**src/rtl/riscv_isa_pkg.sv**
```systemverilog
// RV32 R-type field constants, the field tuple layout and the legality rule
// for the ALU ops the encoder accepts.
package riscv_isa_pkg;

    localparam int unsigned INSTR_W = 32;

    localparam logic [6:0] OPC_RTYPE  = 7'b0110011;
    localparam logic [6:0] F7_BASE    = 7'h00;
    localparam logic [6:0] F7_ALT     = 7'h20;
    localparam logic [2:0] F3_ADD_SUB = 3'b000;
    localparam logic [2:0] F3_SRL_SRA = 3'b101;

    // Field order matches the instruction word from bit 31 down to bit 0.
    typedef struct packed {
        logic [6:0] funct7;
        logic [4:0] rs2;
        logic [4:0] rs1;
        logic [2:0] funct3;
        logic [4:0] rd;
        logic [6:0] opcode;
    } rtype_fields_t;

    // Base encodings are always legal; the alternate funct7 only exists for sub and sra.
    function automatic logic is_legal_rtype(
        input logic [6:0] opcode,
        input logic [2:0] funct3,
        input logic [6:0] funct7
    );
        logic alt_ok;
        alt_ok = (funct7 == F7_ALT) && ((funct3 == F3_ADD_SUB) || (funct3 == F3_SRL_SRA));
        return (opcode == OPC_RTYPE) && ((funct7 == F7_BASE) || alt_ok);
    endfunction

endpackage

```
**src/rtl/rtype_instr_encoder_sync_fifo.sv**
```systemverilog
// Small synchronous FIFO with a registered head word. The head register holds
// its last value once the FIFO drains and returns to zero on reset or flush.
module sync_fifo #(
    parameter int unsigned WIDTH = 32,
    parameter int unsigned DEPTH = 4
) (
    input  logic                     clk,
    input  logic                     rst_n,
    input  logic                     flush,
    input  logic                     push,
    input  logic [WIDTH-1:0]         wdata,
    input  logic                     pop,
    output logic [WIDTH-1:0]         rdata,
    output logic                     full,
    output logic                     empty,
    output logic [$clog2(DEPTH):0]   count
);
    localparam int unsigned PTR_W = $clog2(DEPTH);
    localparam int unsigned CNT_W = PTR_W + 1;

    logic [WIDTH-1:0] mem [DEPTH];
    logic [PTR_W-1:0] wr_ptr_q;
    logic [PTR_W-1:0] rd_ptr_q;
    logic [PTR_W-1:0] rd_ptr_nx_c;
    logic [CNT_W-1:0] cnt_q;
    logic [CNT_W-1:0] cnt_n_c;
    logic [WIDTH-1:0] head_q;
    logic [WIDTH-1:0] head_n_c;
    logic             full_q;
    logic             empty_q;
    logic             push_ok_c;
    logic             pop_ok_c;

    // Qualified push/pop, next occupancy and the word that becomes head next cycle.
    always_comb begin
        push_ok_c   = push && !full_q;
        pop_ok_c    = pop && !empty_q;
        rd_ptr_nx_c = rd_ptr_q + PTR_W'(1);
        cnt_n_c     = cnt_q + CNT_W'(push_ok_c) - CNT_W'(pop_ok_c);
        head_n_c    = head_q;
        if (pop_ok_c && (cnt_q > CNT_W'(1))) begin
            head_n_c = mem[rd_ptr_nx_c];
        end else if (push_ok_c && (empty_q || pop_ok_c)) begin
            head_n_c = wdata;
        end
    end

    // Pointers, occupancy flags and head register; flush behaves like reset.
    always_ff @(posedge clk) begin
        if (!rst_n || flush) begin
            wr_ptr_q <= '0;
            rd_ptr_q <= '0;
            cnt_q    <= '0;
            full_q   <= 1'b0;
            empty_q  <= 1'b1;
            head_q   <= '0;
        end else begin
            if (push_ok_c) begin
                wr_ptr_q <= wr_ptr_q + PTR_W'(1);
            end
            if (pop_ok_c) begin
                rd_ptr_q <= rd_ptr_nx_c;
            end
            cnt_q   <= cnt_n_c;
            full_q  <= (cnt_n_c == CNT_W'(DEPTH));
            empty_q <= (cnt_n_c == '0);
            head_q  <= head_n_c;
        end
    end

    // Storage array, written only on an accepted push.
    always_ff @(posedge clk) begin
        if (push_ok_c) begin
            mem[wr_ptr_q] <= wdata;
        end
    end

    assign rdata = head_q;
    assign full  = full_q;
    assign empty = empty_q;
    assign count = cnt_q;

endmodule

```
**src/rtl/rtype_instr_encoder.sv**
```systemverilog
// Packs legal R-type field tuples into RV32 words tagged with a running
// word address and streams them through a small FIFO. Illegal tuples are
// consumed, dropped and counted.
module rtype_instr_encoder
    import riscv_isa_pkg::*;
#(
    parameter int unsigned        ADDR_W    = 8,
    parameter int unsigned        DEPTH     = 4,
    parameter logic [ADDR_W-1:0]  BASE_ADDR = '0
) (
    input  logic               clk,
    input  logic               rst_n,
    input  logic               clear,
    input  logic               in_valid,
    output logic               in_ready,
    input  logic [6:0]         opcode,
    input  logic [4:0]         rd,
    input  logic [2:0]         funct3,
    input  logic [4:0]         rs1,
    input  logic [4:0]         rs2,
    input  logic [6:0]         funct7,
    output logic               out_valid,
    input  logic               out_ready,
    output logic [31:0]        out_instr,
    output logic [ADDR_W-1:0]  out_addr,
    output logic               err_illegal,
    output logic [7:0]         illegal_cnt
);
    localparam int unsigned ENTRY_W = INSTR_W + ADDR_W;
    localparam int unsigned CNT_W   = $clog2(DEPTH) + 1;
    localparam logic [7:0]  CNT_MAX = 8'hFF;

    rtype_fields_t      fields_c;
    logic               legal_c;
    logic               accept_c;
    logic               push_c;
    logic               illegal_c;
    logic [ENTRY_W-1:0] fifo_wdata_c;
    logic [ENTRY_W-1:0] fifo_rdata;
    logic               fifo_full;
    logic               fifo_empty;
    logic [CNT_W-1:0]   fifo_count;

    logic [ADDR_W-1:0]  addr_q;
    logic               rdy_q;
    logic               err_q;
    logic [7:0]         cnt_q;

    // Handshake, legality and the packed entry (instruction word above its address).
    always_comb begin
        fields_c        = '0;
        fields_c.funct7 = funct7;
        fields_c.rs2    = rs2;
        fields_c.rs1    = rs1;
        fields_c.funct3 = funct3;
        fields_c.rd     = rd;
        fields_c.opcode = opcode;

        in_ready     = rdy_q && !fifo_full;
        legal_c      = is_legal_rtype(opcode, funct3, funct7);
        accept_c     = in_valid && in_ready;
        push_c       = accept_c && legal_c && !clear;
        illegal_c    = accept_c && !legal_c && !clear;
        fifo_wdata_c = {INSTR_W'(fields_c), addr_q};
    end

    // Address counter, illegal-tuple pulse and saturating drop counter.
    always_ff @(posedge clk) begin
        if (!rst_n) begin
            addr_q <= BASE_ADDR;
            rdy_q  <= 1'b0;
            err_q  <= 1'b0;
            cnt_q  <= '0;
        end else begin
            rdy_q <= 1'b1;
            err_q <= illegal_c;
            if (clear) begin
                addr_q <= BASE_ADDR;
                cnt_q  <= '0;
            end else begin
                if (push_c) begin
                    addr_q <= addr_q + ADDR_W'(1);
                end
                if (illegal_c && (cnt_q != CNT_MAX)) begin
                    cnt_q <= cnt_q + 8'd1;
                end
            end
        end
    end

    sync_fifo #(
        .WIDTH (ENTRY_W),
        .DEPTH (DEPTH)
    ) u_fifo (
        .clk   (clk),
        .rst_n (rst_n),
        .flush (clear),
        .push  (push_c),
        .wdata (fifo_wdata_c),
        .pop   (out_ready),
        .rdata (fifo_rdata),
        .full  (fifo_full),
        .empty (fifo_empty),
        .count (fifo_count)
    );

    assign out_valid   = !fifo_empty;
    assign out_instr   = fifo_rdata[ENTRY_W-1 -: INSTR_W];
    assign out_addr    = fifo_rdata[ADDR_W-1:0];
    assign err_illegal = err_q;
    assign illegal_cnt = cnt_q;

    // Buffer occupancy never exceeds its depth.
    count_in_range: assert property (@(posedge clk) disable iff (!rst_n)
                                     fifo_count <= CNT_W'(DEPTH));

endmodule

```
**config.mk**
```make
export PLATFORM = sky130hd
export DESIGN_NAME = rtype_instr_encoder
export DESIGN_NICKNAME = d
export VERILOG_FILES = /design/src/rtl/riscv_isa_pkg.sv /design/src/rtl/rtype_instr_encoder_sync_fifo.sv /design/src/rtl/rtype_instr_encoder.sv
export SDC_FILE = /design/constraint.sdc
export NUM_CORES = 1
export LEC_CHECK = 0
export ABC_CLOCK_PERIOD_IN_PS = 9030
export BUFFER_PORTS_ARGS = -buffer_cell sky130_fd_sc_hd__buf_2
export CAP_MARGIN = 20
export CELL_PAD_IN_SITES_DETAIL_PLACEMENT = 1
export CELL_PAD_IN_SITES_GLOBAL_PLACEMENT = 2
export CORE_UTILIZATION = 47
export CTS_CLUSTER_DIAMETER = 30
export DETAILED_ROUTE_END_ITERATION = 8
export MAX_ROUTING_LAYER = met4
export PLACE_DENSITY = 0.81
export SYNTH_ARGS = -nofsm -noshare
export SYNTH_HDL_FRONTEND = slang
export SYNTH_HIERARCHICAL = 1
export SYNTH_SLANG_ARGS = --single-unit
```
**constraint.sdc**
```tcl
create_clock -name clk -period 9.03 [get_ports clk]
set_input_delay 1.806 -clock clk [delete_from_list [all_inputs] [get_ports clk]]
set_output_delay 1.806 -clock clk [all_outputs]
set_load 0.1 [all_outputs]
```
==> impl_results.md, run 1 <==
* Outcome: completed
* Minimum clock period at 4.40 ns
* Initial core utilization at 0.483
* Setup ws final at 4.63 ns
* Hold EP: illegal_cnt[5]$_SDFFE_PP0P_
* Pwr dens at 244 mW/mm²
* VDD IR max at 0.151 mV
* Tcrit/Tclk final at 0.487
* Area Growth Syn to Fin at 23.5%
* Slowest cell on crit path: buf_4
* Root buf cell: clkbuf_16
* RSZ-0062 raised after global routing: no
* CTS clk-pin slew, worst paths at 0.04 ns
* Critical Path Start Type: input pin
* Critical path origin: funct3[0]
* FF-to-FF setup slack at 6.17 ns
* IO buf count at 87
* Nets at 709
* Sw Share at 0.207
* Clk sinks at 227
* Top-area cell type share of the netlist area at 0.528
* Unique masters post-synth at 53
* Transition time of the tightest slew-check pin at 1.01 ns
* CTS buffer count at 45
* Synthesized area at 0.00910 mm²
* Vias in the first global route at 5642
* Seq pwr share at 0.407
* Wire per inst at 20.9 µm
* CTS H-tree depth at 2
* Flops & latches, synth at 227
* Syn Inst Count at 546
* Die ar. at 0.0199 mm²
* Final setup viols at 0
* Tot Pwr at 2.74 mW
* First-pass GRT wire length at 31400 µm
* Final core utilization at 0.597
* Crit path DAT at 4.74 ns
* Synth Warn # at 6
* P_int at 2.17 mW
* Via count at 5151
* Cell with the most instances after synthesis: edfxtp_1
* Aggregate global-route resource usage at 0.217
* Worst min path class: reg2reg
* Hold Crit Start: illegal_cnt[5]$_SDFFE_PP0P_
* Antenna diode count at 0
* Worst-Skew Late Latency at 0.52 ns
* Mean Syn Cell Area at 16.7 µm²
* Synth area leader: edfxtp_1
* Setup_tns at 0 ns
* RR Startpoint: u_fifo/full$_SDFF_PP0_
* Total of max-cap violations at 0
* Leakage at 4.04 nW
* Largest net degree at the start of global routing at 43
* Count of final hold-check violations at 0
* R2R cell count at 7
* Comb pwr share at 0.015
* Cts hold-fix bufs at 0
* Critical path class: in2reg
* Top achievable clock speed at 227 MHz
* Final ANT Viol Nets at 0
* Reg2Reg Capture Point: u_fifo/rdata[28]$_SDFFE_PP0P_
* Initial antenna violation count at 0
* Overflow after GRT at 0
* Cell Rows at 50
* DR DRC count at 0
* WHS at 0.513 ns
* Top cell types by occurrence after synthesis: edfxtp_1, dfxtp_1, inv_1
* WL final at 20000 µm
* DRT Pass-1 Iters at 4
* Ranking of synthesized cells by area: edfxtp_1, dfxtp_1, mux4_2, mux2i_1, mux4_1
* Post-synth EDFFs at 160
* CP Cell Sequence: buf_2, xor2_1, o21ai_1, and3_1, nor2b_1, o21a_2, buf_4, mux2i_1, o22ai_1
* IO Pins at 88
* Final slew viol count at 0
* Placed instance count at 870
* CTS tree: built
* Synth Net Count at 593
* Relative slew slack at 0.327
* Required @ worst endpoint at 9.37 ns
* CP Capture Type: flip-flop
* Post-CTS sizing at 0
* Net Switching at 0.567 mW
* Placed cell area at 0.00966 mm²
* Setup Skew at 0.0161 ns
* Place WS at 4.15 ns
* # Post-CTS Setup Buffers at 0
* Layout cells sized above 1 at 0.322
* Clock Tree Buf Depth at 3
* Post-synthesis sequential area ratio at 0.675
* Design area at 0.0112 mm²
* Die H at 141 µm
* Core Region at 0.0188 mm²
* Synth Flop Type: edfxtp_1
* Die Wd at 141 µm
* Vias/cell at 5.39
* Synth async-reset ratio at 0
* Initial DRC Count at 250
* Post-Layout Cell Count at 956
* Placed wire-length estimate at 11000 µm
* Final GP Congestion at 0.802
* Worst-path maximum fanout at 40
* Hold Crit Depth at 2
* Clock Power Share at 0.579
* Critical path's largest stage delay at 0.62 ns
worst max-delay path: cells and delay by family:
family / cells / cell delay, ns
simple gates: 2 / 0.70
compound gates: 3 / 0.92
xor+xnor: 1 / 0.19
buf+inv: 2 / 0.76
mux: 1 / 0.32
registers in the layout (all words and copies together), names as in the netlist:
name	cells
u_fifo/rdata	40
addr_q	8
u_fifo/empty	1
u_fifo/full	1
u_fifo/mem	160
err_illegal	1
illegal_cnt	8
u_fifo/count	3
rdy_q	1
u_fifo/rd_ptr_q	2
u_fifo/wr_ptr_q	2
worst max-delay path by stage:
stage | endpoint | cells past startpoint
finish | u_fifo/rdata[28]$_SDFFE_PP0P_ | 9
detailed placement | u_fifo/full$_SDFF_PP0_ | 14
global placement | u_fifo/mem[1][19]$_DFFE_PP_ | 6
CTS | u_fifo/full$_SDFF_PP0_ | 14
global route | u_fifo/rdata[28]$_SDFFE_PP0P_ | 9
floorplan | u_fifo/mem[0][0]$_DFFE_PP_ | 6
per-layer routing:
layer,share of wire,GRT usage,vias up,routed length (µm)
met4,0.017,0.0681,0,346
met1,0.42,0.253,2625,8360
li1,-,-,2353,-
met3,0.045,0.0401,31,895
met5,0,-,-,0
met2,0.52,0.378,142,10400
placed cells by master, fill, tap and decap left out, types with 4 or more instances in the layout:
cell type / instances
clkinv_1: 4
and2_2: 4
clkbuf_16: 45
xnor2_1: 9
buf_12: 4
inv_6: 7
a21oi_1: 5
dfxtp_1: 65
o22ai_1: 37
mux4_2: 27
clkinvlp_4: 4
mux4_1: 13
bufinv_16: 4
ha_1: 9
nand4_1: 5
nor2_1: 17
xor2_1: 4
clkinv_2: 9
nand3_1: 8
nand2_1: 9
clkinv_4: 4
buf_2: 87
edfxtp_1: 160
inv_1: 51
mux2i_1: 41
nor2b_1: 5
o21ai_0: 4
kinds of logic after synthesis:
group,after synthesis,share of synthesized area
buf+inv,77,0.0473
simple gates,78,0.0569
xor+xnor,13,0.0125
flops,227,0.675
fa+ha+maj,10,0.0146
compound gates,60,0.0437
mux,81,0.149
layout make-up:
| cell class | count | area (µm²) |
|---|---|---|
| clock buffers | 49 | 1160 |
| well taps | 260 | 325 |
| inverters | 51 | 191 |
| flip-flops and latches | 227 | 6150 |
| fillers | 1723 | 7590 |
| repair buffers | 95 | 566 |
| clock inverters | 32 | 307 |
| multi-input cells | 242 | 2540 |
power by group through the flow:
stage | Clock [mW] | Sequential (mW) | Combinational (mW)
after floorplan | 0 | 1.13 | 0.0134
after global placement | 0 | 1.13 | 0.0381
after detailed placement | 0 | 1.13 | 0.0405
after CTS | 1.61 | 1.11 | 0.0409
after global routing | 1.66 | 1.11 | 0.0435
final | 1.58 | 1.11 | 0.0402
Note: power is estimated with default switching activity, not from simulation.
==> inputs of run 2 (changes only) <==
Settings changed: ABC_AREA set to 1, ABC_CLOCK_PERIOD_IN_PS 9030 to 3600, CORE_UTILIZATION 47 to 33, PLACE_DENSITY 0.81 to 0.71.
Clock period 9.03 ns to 3.6 ns, I/O delays scaled along.
==> run 2 against run 1 <==
Highest routed layer unchanged. Design area is 17% higher. Area after synthesis up 11%. Sequential power grew to 2.5 times the previous value.
==> impl_results.md, run 2 <==
* Clock Tree Buf Depth at 3 (unchanged)
* Tot Pwr at 8.66 mW (was 2.74 mW)
* DRT Pass-1 Iters at 4 (unchanged)
* Placed cell area at 0.0110 mm² (was 0.00966 mm²)
* Flops & latches, synth at 227 (unchanged)
* Top cell types by occurrence after synthesis: nand2_1, edfxtp_1, nor2_1 (was edfxtp_1, dfxtp_1, inv_1)
* Aggregate global-route resource usage at 0.200 (was 0.217)
* Top-area cell type share of the netlist area at 0.475 (was 0.528)
* Setup Skew at 0.0184 ns (was 0.0161 ns)
* Seq pwr share at 0.323 (was 0.407)
* Register area at 0.00615 mm² (about the same)
* Nets at 1303 (was 709)
* Initial antenna violation count at 0 (unchanged)
* Area of the multi-input gates at 0.00321 mm² (was 0.00254 mm²)
* Leakage at 5.72 nW (was 4.04 nW)
* Required @ worst endpoint at 4.08 ns (was 9.37 ns)
* Xor/xnor cell area share of the yosys netlist at 0.000866 (was 0.0125)
* Vias in the first global route at 8200 (was 5642)
* Initial core utilization at 0.339 (was 0.483)
* IO buf count at 87 (unchanged)
* Setup_tns at 0 ns (unchanged)
* Critical path class: in2reg (unchanged)
* Synth Net Count at 1174 (was 593)
* Pwr dens at 656 mW/mm² (was 244 mW/mm²)
* Synth area leader: edfxtp_1 (unchanged)
* Synth async-reset ratio at 0 (unchanged)
* Synth Warn # at 6 (unchanged)
* Outcome: completed (unchanged)
* Unique masters post-synth at 33 (was 53)
* Fillers at 3431 (was 1723)
* RR Startpoint: u_fifo/full$_SDFF_PP0_ (unchanged)
* Sw Share at 0.195 (was 0.207)
* First-pass GRT wire length at 46200 µm (was 31400 µm)
* Final GP Congestion at 0.768 (was 0.802)
* Top achievable clock speed at 346 MHz
* Critical Path Start Type: input pin (unchanged)
* CTS clk-pin slew, worst paths at 0.04 ns (about the same)
* # Post-CTS Setup Buffers at 0 (unchanged)
* Post-synthesis sequential area ratio at 0.607 (was 0.675)
* IO Pins at 88 (unchanged)
* Setup ws final at 0.712 ns (was 4.63 ns)
* Post-Layout Cell Count at 1698 (was 956)
* Worst-Skew Late Latency at 0.56 ns (was 0.52 ns)
* Final slew viol count at 0 (unchanged)
* DR DRC count at 0 (unchanged)
* R2R cell count at 14 (was 7)
* Relative slew slack at 0.556 (was 0.327)
* Final ANT Viol Nets at 0 (unchanged)
* Post-CTS sizing at 0 (unchanged)
* Die Wd at 177 µm (was 141 µm)
* Die ar. at 0.0314 mm² (was 0.0199 mm²)
* Minimum clock period at 2.89 ns
* Commonest non-fill, non-tap cell in the layout: nand2_1 (was edfxtp_1)
* CTS H-tree depth at 2 (unchanged)
* Area Growth Syn to Fin at 30.4% (was 23.5%)
* Simple-gate portion of the synthesized area at 0.276 (was 0.0569)
* Synth Area in Compound Gates at 0.0228 (was 0.0437)
* Tcrit/Tclk final at 0.802
* Total of max-cap violations at 0 (unchanged)
* Clk sinks at 227 (unchanged)
* WL final at 29000 µm (was 20000 µm)
* RSZ-0062 raised after global routing: no (unchanged)
* Initial DRC Count at 399 (was 250)
* Final setup viols at 0 (unchanged)
* Post-synth EDFFs at 160 (unchanged)
* Net Switching at 1.69 mW (was 0.567 mW)
* Antenna diode count at 0 (unchanged)
* Critical path origin: opcode[4] (was funct3[0])
* Adder-cell share of the synthesized area at 0.0131 (was 0.0146)
* Overflow after GRT at 0 (unchanged)
* Cell Rows at 63 (was 50)
* Largest net degree at the start of global routing at 54 (was 43)
* Worst min path class: in2reg (was reg2reg)
* Design area at 0.0132 mm² (was 0.0112 mm²)
* Placed instance count at 1584 (was 870)
* Via count at 7872 (was 5151)
* Clock Power Share at 0.663 (was 0.579)
* Syn Inst Count at 1127 (was 546)
* Comb pwr share at 0.014 (was 0.015)
* Reg2Reg Capture Point: u_fifo/full$_SDFF_PP0_ (was u_fifo/rdata[28]$_SDFFE_PP0P_)
* VDD IR max at 0.403 mV (was 0.151 mV)
* Count of final hold-check violations at 0 (unchanged)
* Wire per inst at 17.1 µm (was 20.9 µm)
* FF-to-FF setup slack at 0.85 ns (was 6.17 ns)
* Layout cells sized above 1 at 0.196 (was 0.322)
* Cts hold-fix bufs at 0 (unchanged)
* Synth Flop Type: edfxtp_1 (unchanged)
* Vias/cell at 4.64 (was 5.39)
* CP Capture Type: flip-flop (unchanged)
* CTS buffer count at 60 (was 45)
* Cell with the most instances after synthesis: nand2_1 (was edfxtp_1)
* Ranking of synthesized cells by area: edfxtp_1, nand2_1, dfxtp_1, nor2_1, inv_1 (was edfxtp_1, dfxtp_1, mux4_2, mux2i_1, mux4_1)
* Reg with most FFs: u_fifo/mem (unchanged)
* Largest family of logic cells by synthesized area: simple AND/OR/NAND/NOR gates (was multiplexers)
* Root buf cell: clkbuf_16 (unchanged)
* Synthesized area at 0.0101 mm² (was 0.00910 mm²)
* P_int at 6.97 mW (was 2.17 mW)
* Place WS at 0.239 ns (was 4.15 ns)
* Crit path DAT at 3.37 ns (was 4.74 ns)
* Largest register FFs at 160 (unchanged)
* Commonest non-fill, non-tap cells in the layout: nand2_1, edfxtp_1, nor2_1, inv_1, buf_2 (was edfxtp_1, buf_2, dfxtp_1, inv_1, clkbuf_16)
* Placed wire-length estimate at 17600 µm (was 11000 µm)
* CTS tree: built (unchanged)
* Critical Path End: u_fifo/full$_SDFF_PP0_ (was u_fifo/rdata[28]$_SDFFE_PP0P_)
* Die H at 177 µm (was 141 µm)
* Core Region at 0.0299 mm² (was 0.0188 mm²)
* Mux share of post-synthesis cell area at 0 (was 0.149)
* Transition time of the tightest slew-check pin at 0.664 ns (was 1.01 ns)
* Worst-path maximum fanout at 12 (was 40)
* Mean Syn Cell Area at 8.98 µm² (was 16.7 µm²)
run 2: cell types whose count changed after synthesis, moves of 11 or more:
| cell | delta |
|---|---|
| buf_4 | +15 |
| a21oi_1 | +26 |
| buf_2 | +16 |
| mux2i_1 | -41 |
| nand2_1 | +381 |
| inv_1 | +67 |
| mux4_1 | -13 |
| o22ai_1 | -37 |
| nor2_1 | +138 |
| mux4_2 | -27 |
| inv_2 | +11 |
| nand3_1 | +72 |
run 2: routing by layer:
layer  routed length, µm  GRT usage  vias up
li1                    -          -     3850
met1               13900      0.264     3856
met2               13700      0.318      129
met3                1110     0.0337       37
met4                 366     0.0463        0
met5                   0          -        -
run 2: worst min-delay path by stage:
stage | startpoint | end | slack [ns] | depth (start not counted)
2_1_floorplan | u_fifo/wr_ptr_q[1]$_SDFFE_PP0P_ | u_fifo/wr_ptr_q[1]$_SDFFE_PP0P_ | 0.49 | 2
3_3_place_gp | u_fifo/wr_ptr_q[1]$_SDFFE_PP0P_ | u_fifo/wr_ptr_q[1]$_SDFFE_PP0P_ | 0.52 | 2
3_5_place_dp | u_fifo/wr_ptr_q[1]$_SDFFE_PP0P_ | u_fifo/wr_ptr_q[1]$_SDFFE_PP0P_ | 0.53 | 2
4_1_cts | rst_n | rdy_q$_DFF_P_ | 0.30 | 1
5_1_grt | rst_n | rdy_q$_DFF_P_ | 0.30 | 1
6_report | rst_n | rdy_q$_DFF_P_ | 0.32 | 1
run 2: cell families (layout without fill, tap and decap cells):
group	Yosys count	in the layout
and+or+nand+nor	667	667
buffers and inverters	176	357
adders and majority gates	10	10
DFF	227	227
AOI/OAI and AO/OA	46	46
xor gates and xnor gates	1	1
run 2: area by class of cell:
| class | instances | area share |
|---|---|---|
| tap | 390 | 0.0370 |
| clock inverter | 39 | 0.0461 |
| multi-input combinational | 724 | 0.243 |
| sequential | 227 | 0.466 |
| clock buffer | 75 | 0.122 |
| inverter | 130 | 0.0372 |
| timing repair buffer | 113 | 0.0488 |
run 2: through the flow:
| step | hold slack [ns] | utilization |
|---|---|---|
| final | 0.324 | 0.442 |
| after global routing | 0.305 | 0.442 |
| after CTS | 0.303 | 0.442 |
| after detailed placement | 0.525 | 0.367 |
| after global placement | 0.517 | 0.367 |
| after floorplan | 0.490 | - |
run 2: critical path, stage by stage:
cell	delay [ns]
buf_2	0.15
nand2_1	0.06
inv_1	0.05
nand2_1	0.05
nor2_2	0.23
nand3_4	0.24
nor2_4	0.27
nand2_4	0.18
ha_1	0.33
inv_1	0.06
ha_1	0.15
inv_1	0.06
fa_1	0.39
xor2_1	0.22
nand2_1	0.10
nor2_1	0.10
run 2: power by group through the flow:
stage / combinational, mW / sequential, mW / clock, mW
floorplan: 0.0502 / 2.85 / 0
global placement: 0.125 / 2.84 / 0
detailed placement: 0.127 / 2.84 / 0
CTS: 0.128 / 2.80 / 5.82
global route: 0.139 / 2.79 / 5.97
finish: 0.125 / 2.80 / 5.74
